--- src/rtl/organ_pkg.sv ---
// organ_pkg: shared types and constants for the organ keypad scanner
package organ_pkg;
  localparam int KEY_W = 4;
  localparam logic [3:0] ROW_RESET = 4'b1110;
  typedef logic [1:0] state_t;
  localparam state_t ST_SCAN     = 2'd0;
  localparam state_t ST_DEBOUNCE = 2'd1;
  localparam state_t ST_HOLD     = 2'd2;
  function automatic logic [1:0] low_index(input logic [3:0] v_n);
    return !v_n[0] ? 2'd0 : !v_n[1] ? 2'd1 : !v_n[2] ? 2'd2 : 2'd3;
  endfunction
endpackage

--- src/rtl/key_scan_debounce_if.sv ---
// key_scan_debounce_if: keypad matrix lines plus the key-event outputs for tone select
interface key_scan_debounce_if;
  import organ_pkg::*;
  logic [3:0]       col_n;
  logic [3:0]       row_n;
  logic [KEY_W-1:0] key_code;
  logic             key_valid;
  logic             key_press;
  logic             key_release;
  modport master (input col_n, output row_n, key_code, key_valid, key_press, key_release);
  modport slave  (output col_n, input row_n, key_code, key_valid, key_press, key_release);
endinterface

--- src/rtl/key_scan_debounce_tick_sync_edge.sv ---
// tick_sync_edge: synchronise the 1 kHz square wave and emit a one-clock tick on its rising edge
module tick_sync_edge (
  input  logic I_CLK,
  input  logic rst_n,
  input  logic i_clk_1k,
  output logic o_tick
);
  logic [1:0] r_sync;
  logic       r_prev;
  logic       r_tick;
  // two-stage synchroniser, then a registered rising-edge detect
  always_ff @(posedge I_CLK or negedge rst_n) begin
    if (!rst_n) begin
      r_sync <= '0;
      r_prev <= 1'b0;
      r_tick <= 1'b0;
    end else begin
      r_sync <= {r_sync[0], i_clk_1k};
      r_prev <= r_sync[1];
      r_tick <= r_sync[1] & ~r_prev;
    end
  end
  assign o_tick = r_tick;
endmodule

--- src/rtl/key_scan_debounce.sv ---
// key_scan_debounce: 4x4 keypad scan with debounce; define KEY_REPEAT_EN for auto-repeat
module key_scan_debounce
  import organ_pkg::*;
#(
  parameter int DEBOUNCE_MS     = 20,
  parameter int REPEAT_DELAY_MS = 500,
  parameter int REPEAT_RATE_MS  = 100
) (
  input  logic                 I_CLK,
  input  logic                 rst_n,
  input  logic                 clk_1k,
  key_scan_debounce_if.master  kp
);
  logic             w_tick;
  logic             w_cap_low;
  logic             w_cnt_hit;
  logic             w_rep_press;
  logic [7:0]       w_cnt_inc;
  logic [3:0]       w_row_next;
  state_t           r_state;
  logic [3:0]       r_row_n;
  logic [1:0]       r_row_cap;
  logic [1:0]       r_col_cap;
  logic [7:0]       r_cnt;
  logic [KEY_W-1:0] r_key_code;
  logic             r_key_valid;
  logic             r_key_press;
  logic             r_key_release;

  tick_sync_edge u_tick (
    .I_CLK    (I_CLK),
    .rst_n    (rst_n),
    .i_clk_1k (clk_1k),
    .o_tick   (w_tick)
  );

  assign w_cap_low  = ~kp.col_n[r_col_cap];
  assign w_cnt_inc  = r_cnt + 8'd1;
  assign w_cnt_hit  = w_cnt_inc == 8'(DEBOUNCE_MS - 1);
  assign w_row_next = {r_row_n[2:0], r_row_n[3]};

`ifdef KEY_REPEAT_EN
  logic [15:0] r_rep;
  logic [15:0] w_rep_inc;
  logic        w_rep_wrap;
  assign w_rep_inc   = r_rep + 16'd1;
  assign w_rep_wrap  = w_rep_inc == 16'(REPEAT_DELAY_MS + REPEAT_RATE_MS);
  assign w_rep_press = w_tick && r_state == ST_HOLD && w_cap_low &&
                       (w_rep_inc == 16'(REPEAT_DELAY_MS) || w_rep_wrap);
  // hold-time counter: counts held ticks, folds back to the delay point after each rate period
  always_ff @(posedge I_CLK or negedge rst_n) begin
    if (!rst_n)
      r_rep <= '0;
    else if (w_tick)
      r_rep <= (r_state != ST_HOLD || (!w_cap_low && w_cnt_hit)) ? 16'd0 :
               !w_cap_low ? r_rep :
               w_rep_wrap ? 16'(REPEAT_DELAY_MS) : w_rep_inc;
  end
`else
  localparam int unused_rep = REPEAT_DELAY_MS + REPEAT_RATE_MS;
  assign w_rep_press = 1'b0;
`endif

  // scan/debounce/hold sequencer; strobes self-clear on the following clock
  always_ff @(posedge I_CLK or negedge rst_n) begin
    if (!rst_n) begin
      r_state       <= ST_SCAN;
      r_row_n       <= ROW_RESET;
      r_row_cap     <= '0;
      r_col_cap     <= '0;
      r_cnt         <= '0;
      r_key_code    <= '0;
      r_key_valid   <= 1'b0;
      r_key_press   <= 1'b0;
      r_key_release <= 1'b0;
    end else begin
      r_key_press   <= w_rep_press;
      r_key_release <= 1'b0;
      if (w_tick) begin
        case (r_state)
          ST_SCAN: begin
            if (&kp.col_n) begin
              r_row_n <= w_row_next;
            end else begin
              r_row_cap <= low_index(r_row_n);
              r_col_cap <= low_index(kp.col_n);
              r_cnt     <= '0;
              r_state   <= ST_DEBOUNCE;
            end
          end
          ST_DEBOUNCE: begin
            if (!w_cap_low) begin
              r_row_n <= w_row_next;
              r_state <= ST_SCAN;
            end else if (w_cnt_hit) begin
              r_key_code  <= {r_row_cap, r_col_cap};
              r_key_valid <= 1'b1;
              r_key_press <= 1'b1;
              r_cnt       <= '0;
              r_state     <= ST_HOLD;
            end else begin
              r_cnt <= w_cnt_inc;
            end
          end
          ST_HOLD: begin
            if (w_cap_low) begin
              r_cnt <= '0;
            end else if (w_cnt_hit) begin
              r_key_valid   <= 1'b0;
              r_key_release <= 1'b1;
              r_cnt         <= '0;
              r_row_n       <= w_row_next;
              r_state       <= ST_SCAN;
            end else begin
              r_cnt <= w_cnt_inc;
            end
          end
          default: r_state <= ST_SCAN;
        endcase
      end
    end
  end

  assign kp.row_n       = r_row_n;
  assign kp.key_code    = r_key_code;
  assign kp.key_valid   = r_key_valid;
  assign kp.key_press   = r_key_press;
  assign kp.key_release = r_key_release;
endmodule

--- src/flat_wrapper.sv ---
// flat-port wrapper written by rule: the top's interface ports become plain ports
module key_scan_debounce_flat import organ_pkg::*;
#(
  parameter int DEBOUNCE_MS     = 20,
  parameter int REPEAT_DELAY_MS = 500,
  parameter int REPEAT_RATE_MS  = 100
)
  (I_CLK, rst_n, clk_1k, kp_col_n, kp_row_n, kp_key_code, kp_key_valid, kp_key_press, kp_key_release);
  key_scan_debounce_if kp_i ();
  input  logic I_CLK;
  input  logic rst_n;
  input  logic clk_1k;
  input wire logic [$bits(kp_i.col_n)-1:0] kp_col_n;
  output wire logic [$bits(kp_i.row_n)-1:0] kp_row_n;
  output wire logic [$bits(kp_i.key_code)-1:0] kp_key_code;
  output wire logic [$bits(kp_i.key_valid)-1:0] kp_key_valid;
  output wire logic [$bits(kp_i.key_press)-1:0] kp_key_press;
  output wire logic [$bits(kp_i.key_release)-1:0] kp_key_release;
  assign kp_i.col_n = kp_col_n;
  assign kp_row_n = kp_i.row_n;
  assign kp_key_code = kp_i.key_code;
  assign kp_key_valid = kp_i.key_valid;
  assign kp_key_press = kp_i.key_press;
  assign kp_key_release = kp_i.key_release;
  key_scan_debounce #(.DEBOUNCE_MS(DEBOUNCE_MS), .REPEAT_DELAY_MS(REPEAT_DELAY_MS), .REPEAT_RATE_MS(REPEAT_RATE_MS)) u_core (.I_CLK(I_CLK), .rst_n(rst_n), .clk_1k(clk_1k), .kp(kp_i));
endmodule
--- config.mk ---
export PLATFORM = sky130hd
export DESIGN_NAME = key_scan_debounce_flat
export DESIGN_NICKNAME = d
export VERILOG_FILES = /design/src/rtl/organ_pkg.sv /design/src/rtl/key_scan_debounce_if.sv /design/src/rtl/key_scan_debounce_tick_sync_edge.sv /design/src/rtl/key_scan_debounce.sv /design/src/flat_wrapper.sv
export SDC_FILE = /design/constraint.sdc
export NUM_CORES = 1
export LEC_CHECK = 0
export CAP_MARGIN = 20
export CORE_MARGIN = 10
export CORE_UTILIZATION = 54
export CTS_CLUSTER_SIZE = 30
export DETAILED_ROUTE_END_ITERATION = 6
export GPL_ROUTABILITY_DRIVEN = 0
export PLACE_DENSITY = 0.77
export SYNTH_ARGS = -nofsm -noshare
export SYNTH_HDL_FRONTEND = slang
export SYNTH_SLANG_ARGS = --single-unit
--- constraint.sdc ---
create_clock -name I_CLK -period 2.6 [get_ports I_CLK]
set_input_delay 0.78 -clock I_CLK [delete_from_list [all_inputs] [get_ports I_CLK]]
set_output_delay 0.78 -clock I_CLK [all_outputs]
set_load 0.02 [all_outputs]
==> After elaboration in Yosys (flattened, before gate mapping) <==
Index checks and enable logic that the tools add are counted.
{ "totals": {"ff_bits": 29, "in_bits": 7, "output_inout_bits": 11, "elab_cells": 75} }
{ "op_classes": {"add_sub_neg": 1, "magnitude_cmp": 1, "n_eq_ne": 11, "muxes": 36, "bitwise_logic": 4, "n_reduce_logical": 10} }
{ "ops": {"columns": ["op", "n"], "rows": [
  ["two-way mux 8 bit", 4],
  ["case mux 8 bit (3 select lines)", 1],
  ["two-way mux 2 bit", 9],
  ["two-way mux 4 bit", 4],
  ["two-way mux 1 bit", 14],
  ["case mux 4 bit (3 select lines)", 1],
  ["AND reduction 4 bit", 3],
  ["AND reduction 6 bit", 2],
  ["!= test 2 x 1 -> 1 bit, second input constant", 5],
  ["adder 8 x 1 -> 8 bit, second input constant", 1],
  ["equality test 8 x 5 -> 1 bit, second input constant", 1],
  ["case mux 2 bit (3 select lines)", 1],
  ["AND reduction 5 bit", 1],
  ["!= test 2 bit, second input constant", 2],
  ["< comparator 2 x 3 -> 1 bit, second input constant", 1],
  ["!= test 3 x 1 -> 1 bit, second input constant", 1],
  ["inverter 1 bit", 3],
  ["AND reduction 3 bit", 1],
  ["nonzero test 3 bit", 1],
  ["binary-select mux 1 bit (select 2 bit)", 1],
  ["equality test 2 x 1 -> 1 bit, second input constant", 1],
  ["equality test 2 bit, second input constant", 1],
  ["zero test 2 bit", 1],
  ["case mux 1 bit (2 select lines)", 1],
  ["2 further kinds", 2]
]} }

==> Logic depth before layout (Yosys ltp) <==
{ "logic_depth": {"depth_word": 6, "ltp_mapped": 9, "mapped_depth_nobuf": 8} }

==> Cells and area by module <==
From an unflattened synthesis, not the netlist that was laid out.
{ "hier_totals": {"hier_cells": 146, "area_unflattened_um2": 1475.2} }
{ "modules_own_cells": {"columns": ["mod", "instances", "cells_each", "area_each_um2", "seq_area_each_um2"], "rows": [
  ["key_scan_debounce", 1, 141, 1361.3, 629.4],
  ["tick_sync_edge", 1, 5, 113.9, 100.1]
]} }

==> Worst setup path before layout <==
OpenSTA, ideal clock, no wires.
{ "synth_timing": {"path_type": "in2reg", "startpoint": "input port kp_col_n[3]", "endpoint": "register u_core.r_cnt[4]", "setup_ps": 80, "arrival_time_ps": 2403, "t_required_ps": 2520, "path_slack_ps": 117, "cell_stages": 5, "n_path_buf": 0, "cell_sequence": "mux4_2 nand2b_4 a2111o_1 or4_1 o211ai_2"} }
{ "synth_between": {"elab_chain_cells": 4, "word_cells_on_any_way": 8, "classes_between": "eq/ne: 2; mux: 4; reduce/logical: 2"} }
{ "synth_rtl": {"columns": ["element", "line", "rtl"], "rows": [
  ["from (decl)", "flat_wrapper.sv:13", "input wire logic [$bits(kp_i.col_n)-1:0] kp_col_n;"],
  ["binary-select mux 1 bit (select 2 bit)", "key_scan_debounce.sv:37", "assign w_cap_low = ~kp.col_n[r_col_cap];"],
  ["two-way mux 1 bit (implied by the code)", "key_scan_debounce.sv:37", null],
  ["two-way mux 8 bit or != test 2 bit (tied branches)", null, null],
  ["case mux 8 bit (3 select lines) or AND reduction 4 bit (tied branches)", null, null],
  ["to (signal assigned)", "key_scan_debounce.sv:102", "r_cnt <= w_cnt_inc;"],
  ["to (signal assigned)", "key_scan_debounce.sv:115", "r_cnt <= w_cnt_inc;"],
  ["to (decl)", "key_scan_debounce.sv:24", "logic [7:0] r_cnt;"]
]} }
Several ways; a longest one is shown, not always the timed one. The select of a mux whose other input is x is not followed.
A chain may end at the register's enable or synchronous reset.

==> Worst setup path in the final report <==
{ "layout_timing": {"startpoint": "register u_core.r_cnt[0]", "endpoint": "register u_core.r_key_code[2], in the netlist u_core.kp.key_code[2]"} }
{ "layout_between": {"elab_chain_cells": 3} }
{ "layout_rtl": {"columns": ["element", "line", "rtl"], "rows": [
  ["adder 8 x 1 -> 8 bit", "key_scan_debounce.sv:38", "assign w_cnt_inc = r_cnt + 8'd1;"],
  ["equality test 8 x 5 -> 1 bit", "key_scan_debounce.sv:39", "assign w_cnt_hit = w_cnt_inc == 8'(DEBOUNCE_MS - 1);"],
  ["AND reduction 4 bit (no source line)", null, null],
  ["to (signal assigned)", "key_scan_debounce.sv:96", "r_key_code <= {r_row_cap, r_col_cap};"],
  ["to (decl)", "key_scan_debounce.sv:25", "logic [KEY_W-1:0] r_key_code;"]
]} }
No other way between the ends.

==> out/results.ini <==
[yosys]
synth_edf_count = 0
syn_area_sq_mm = 0.00148
synth_cells = 144
async_reset_ff_share_pct = 100
synthDistinctLibCells = 40
synth-seq-cells = 29
syn_area_per_cell_sq_um = 10.3
synth_flop_cell = dfrtp_1
yosysWarningCount = 0
syn-num-nets = 157
ys_seq_area_share_pct = 49.2

[global_route]
grt_pass1_vias = 1167
grt_usage_pct = 12.6
grtUsageMet2_pct = 20.4
grt_max_degree = 30
grt_util_met1_pct = 14.8
grt-ovfl-total = 0
grt_first_pass_wirelength_um = 5310
antenna_found_initial = 0
grt.busiest_layer = met2
gr-usage-met3_pct = 4.63

[drt]
routed_wl_um = 3290
via_per_inst = 5.63
first_pass_iters = 5
vias = 1165
drtIter0Drc = 98
ant_nets = 0
wl_per_cell_um = 15.9
drc_errors = 0

[critical_path]
path_class = register to register
cp-start-kind = register
reg2reg_depth = 6
r2r_start = u_core.r_cnt[0]
rr_endpoint = u_core.kp.key_code[2]
cp-end-kind = register
worstPathArrival_ps = 2600
cp.required_ps = 2820
r2r_slack_ps = 220
worstPathMaxFanout = 10

[sta]
worst_pin_slew_ps = 360
finalCritPeriodShare_pct = 91.6
setup_tns_ps = 0
hold_viol = 0
fmax_mhz = 420
skew_ps = 16.0
min_period_ps = 2380
rsz0062_at_grt = false
slew_headroom_pct = 76.0
slew_viol_final = 0
setup_viol = 0

[run_status]
status = completed

[floorplan]
dieHeight_um = 72.4
core_sq_mm = 0.00254
die_w_um = 72.4
std_cell_rows = 18
start_util_pct = 58.2
io_pins = 18
die_area_sq_mm = 0.00524

[min_path]
min_path_cells = 0
hold_class = register to register
hold_path_end = u_core.u_tick.r_sync[1]
hp-start = u_core.u_tick.r_sync[0]

[clock_network]
clockBufferDepth = 2
insertion_delay_ps = 330
cts_buffers = 5
root_buffer = clkbuf_4
cts-hold-fix-buffers = 0
cts_sinks = 29
clk_pin_slew_ps = 90
htree_num_levels = 2
cts_tree = built

[run]
maxCapViolCount = 0

[power]
powerDensity_mw_per_mm2 = 681
leakage_nw = 0.872
ir_worst_vdd_uv = 456

[placed_design]
port_buffers = 17
dp_hpwl_um = 2280
dp.cells = 197

[finish]
instances_no_fill = 207
drive_above_1_share_pct = 20.9
layout.nets = 189
area_growth_pct = 25.5
antenna-diode-count = 0

==> critical path: stages, from the launching register on <==
cell     delay (ps)
dfrtp_1         460
ha_1            270
nand3_1         190
o32ai_1         340
and3_2          390
and3_1          280
mux2_2          350
==> flip-flops by register name (all words and copies together), names as in the netlist, 2 cells and up <==
register	cells
u_core.r_cnt	8
u_core.kp.key_code	4
u_core.kp.row_n	4
u_core.r_col_cap	2
u_core.r_row_cap	2
u_core.r_state	2
u_core.u_tick.r_sync	2
==> report_power, final <==
| part | switching [mW] | internal, mW | total, mW |
|---|---|---|---|
| logic | 0.181 | 0.166 | 0.347 |
| clock network | 0.162 | 0.229 | 0.392 |
| registers | 0.0410 | 0.487 | 0.528 |
| total | 0.384 | 0.882 | 1.27 |
==> cells in the mapped netlist, drive strengths merged, types with 2 or more instances <==
cell type / n / area share, %
and2b: 2 / 1.0
a21oi: 2 / 0.68
inv: 9 / 2.3
mux2i: 3 / 2.0
mux2: 8 / 6.1
clkbuf: 2 / 0.51
nand3: 3 / 1.0
nor2: 11 / 2.8
o21ai: 16 / 5.4
nand2: 18 / 4.6
dfstp: 3 / 5.3
and2: 2 / 0.84
nor3: 3 / 1.0
nand2b: 3 / 1.8
dfrtp: 26 / 44
and3: 4 / 1.7
ha: 6 / 5.1
xnor2: 3 / 1.8
==> what timing repair did <==
action,4_1_cts,5_1_grt
setup buffers,0,2
setup endpoints to repair,0,3
resized for setup,0,8
endpoints found under the hold margin,0,0
==> worst max path at each step <==
| stage | from | endpoint | slack (ps) | cells past startpoint |
|---|---|---|---|---|
| after floorplan | kp_col_n[3] | u_core.r_cnt[4] | 120 | 5 |
| after global placement | kp_col_n[2] | u_core.r_cnt[3] | -250 | 8 |
| after detailed placement | kp_col_n[2] | u_core.r_cnt[3] | -310 | 8 |
| after CTS | kp_col_n[2] | u_core.r_cnt[3] | 30 | 8 |
| after global routing | u_core.r_cnt[0] | u_core.kp.row_n[0] | 60 | 8 |
| final | u_core.r_cnt[0] | u_core.kp.key_code[2] | 220 | 6 |
==> cells in the final DEF, fill, tap and decap left out, types with 2 or more instances in the layout <==
cell             Yosys  routed
and2_1               2       2
nand3_1              3       3
clkbuf_4             0       5
inv_1                9       9
dfrtp_1             26      26
nor3_1               3       3
mux2i_1              3       3
clkdlybuf4s50_1      0      13
nor2_1              11      11
xnor2_1              3       3
a21oi_1              2       2
dfstp_2              3       3
mux2_2               8       8
dlymetal6s2s_1       0       4
nand2b_1             2       2
and3_1               4       3
o21ai_0             13      13
buf_4                0      11
and2b_1              2       2
nand2_1             18      18
ha_1                 6       6
o21ai_1              3       2
==> layout make-up <==
cell class                      instances  area (sq um)
Sequential cell                        29           729
Multi-Input combinational cell        103           711
Fill cell                             177           686
Timing Repair Buffer                   28           263
Clock buffer                            7          55.1
Tap cell                               30          37.5
Inverter                                9          33.8
Clock inverter                          1          30.0
==> layer usage <==
metal | wire [um] | up-vias
met3 | 208 | 4
met4 | 36 | 0
li1 | - | 570
met5 | 0 | -
met2 | 1630 | 39
met1 | 1420 | 552
==> per-stage QoR <==
stage          total power [mW]  utilization [%]  worst slack [ps]  hold slack [ps]  area [sq um]
3_3_place_gp              0.836             68.3              -249              335          1740
5_1_grt                    1.33             73.1              63.2              386          1860
4_1_cts                    1.25             71.6              33.6              372          1820
2_1_floorplan             0.733                -               117              331          1480
6_report                   1.27             73.1               219              365          1860
3_5_place_dp              0.852             68.3              -305              341          1740
==> cells by family (layout without fill, tap and decap cells) <==
kind of cell / Yosys count / in the layout / synth area share [%]
AO/OA/AOI/OAI: 30 / 30 / 13.2
XOR/XNOR: 3 / 3 / 1.77
adder cells (fa/ha/maj): 6 / 6 / 5.07
buffers and inverters: 12 / 45 / 3.55
flip-flops: 29 / 29 / 49.2
multiplexers: 12 / 12 / 9.63
AND/OR/NAND/NOR: 52 / 52 / 17.6
Power figures use the tool's default switching activity.
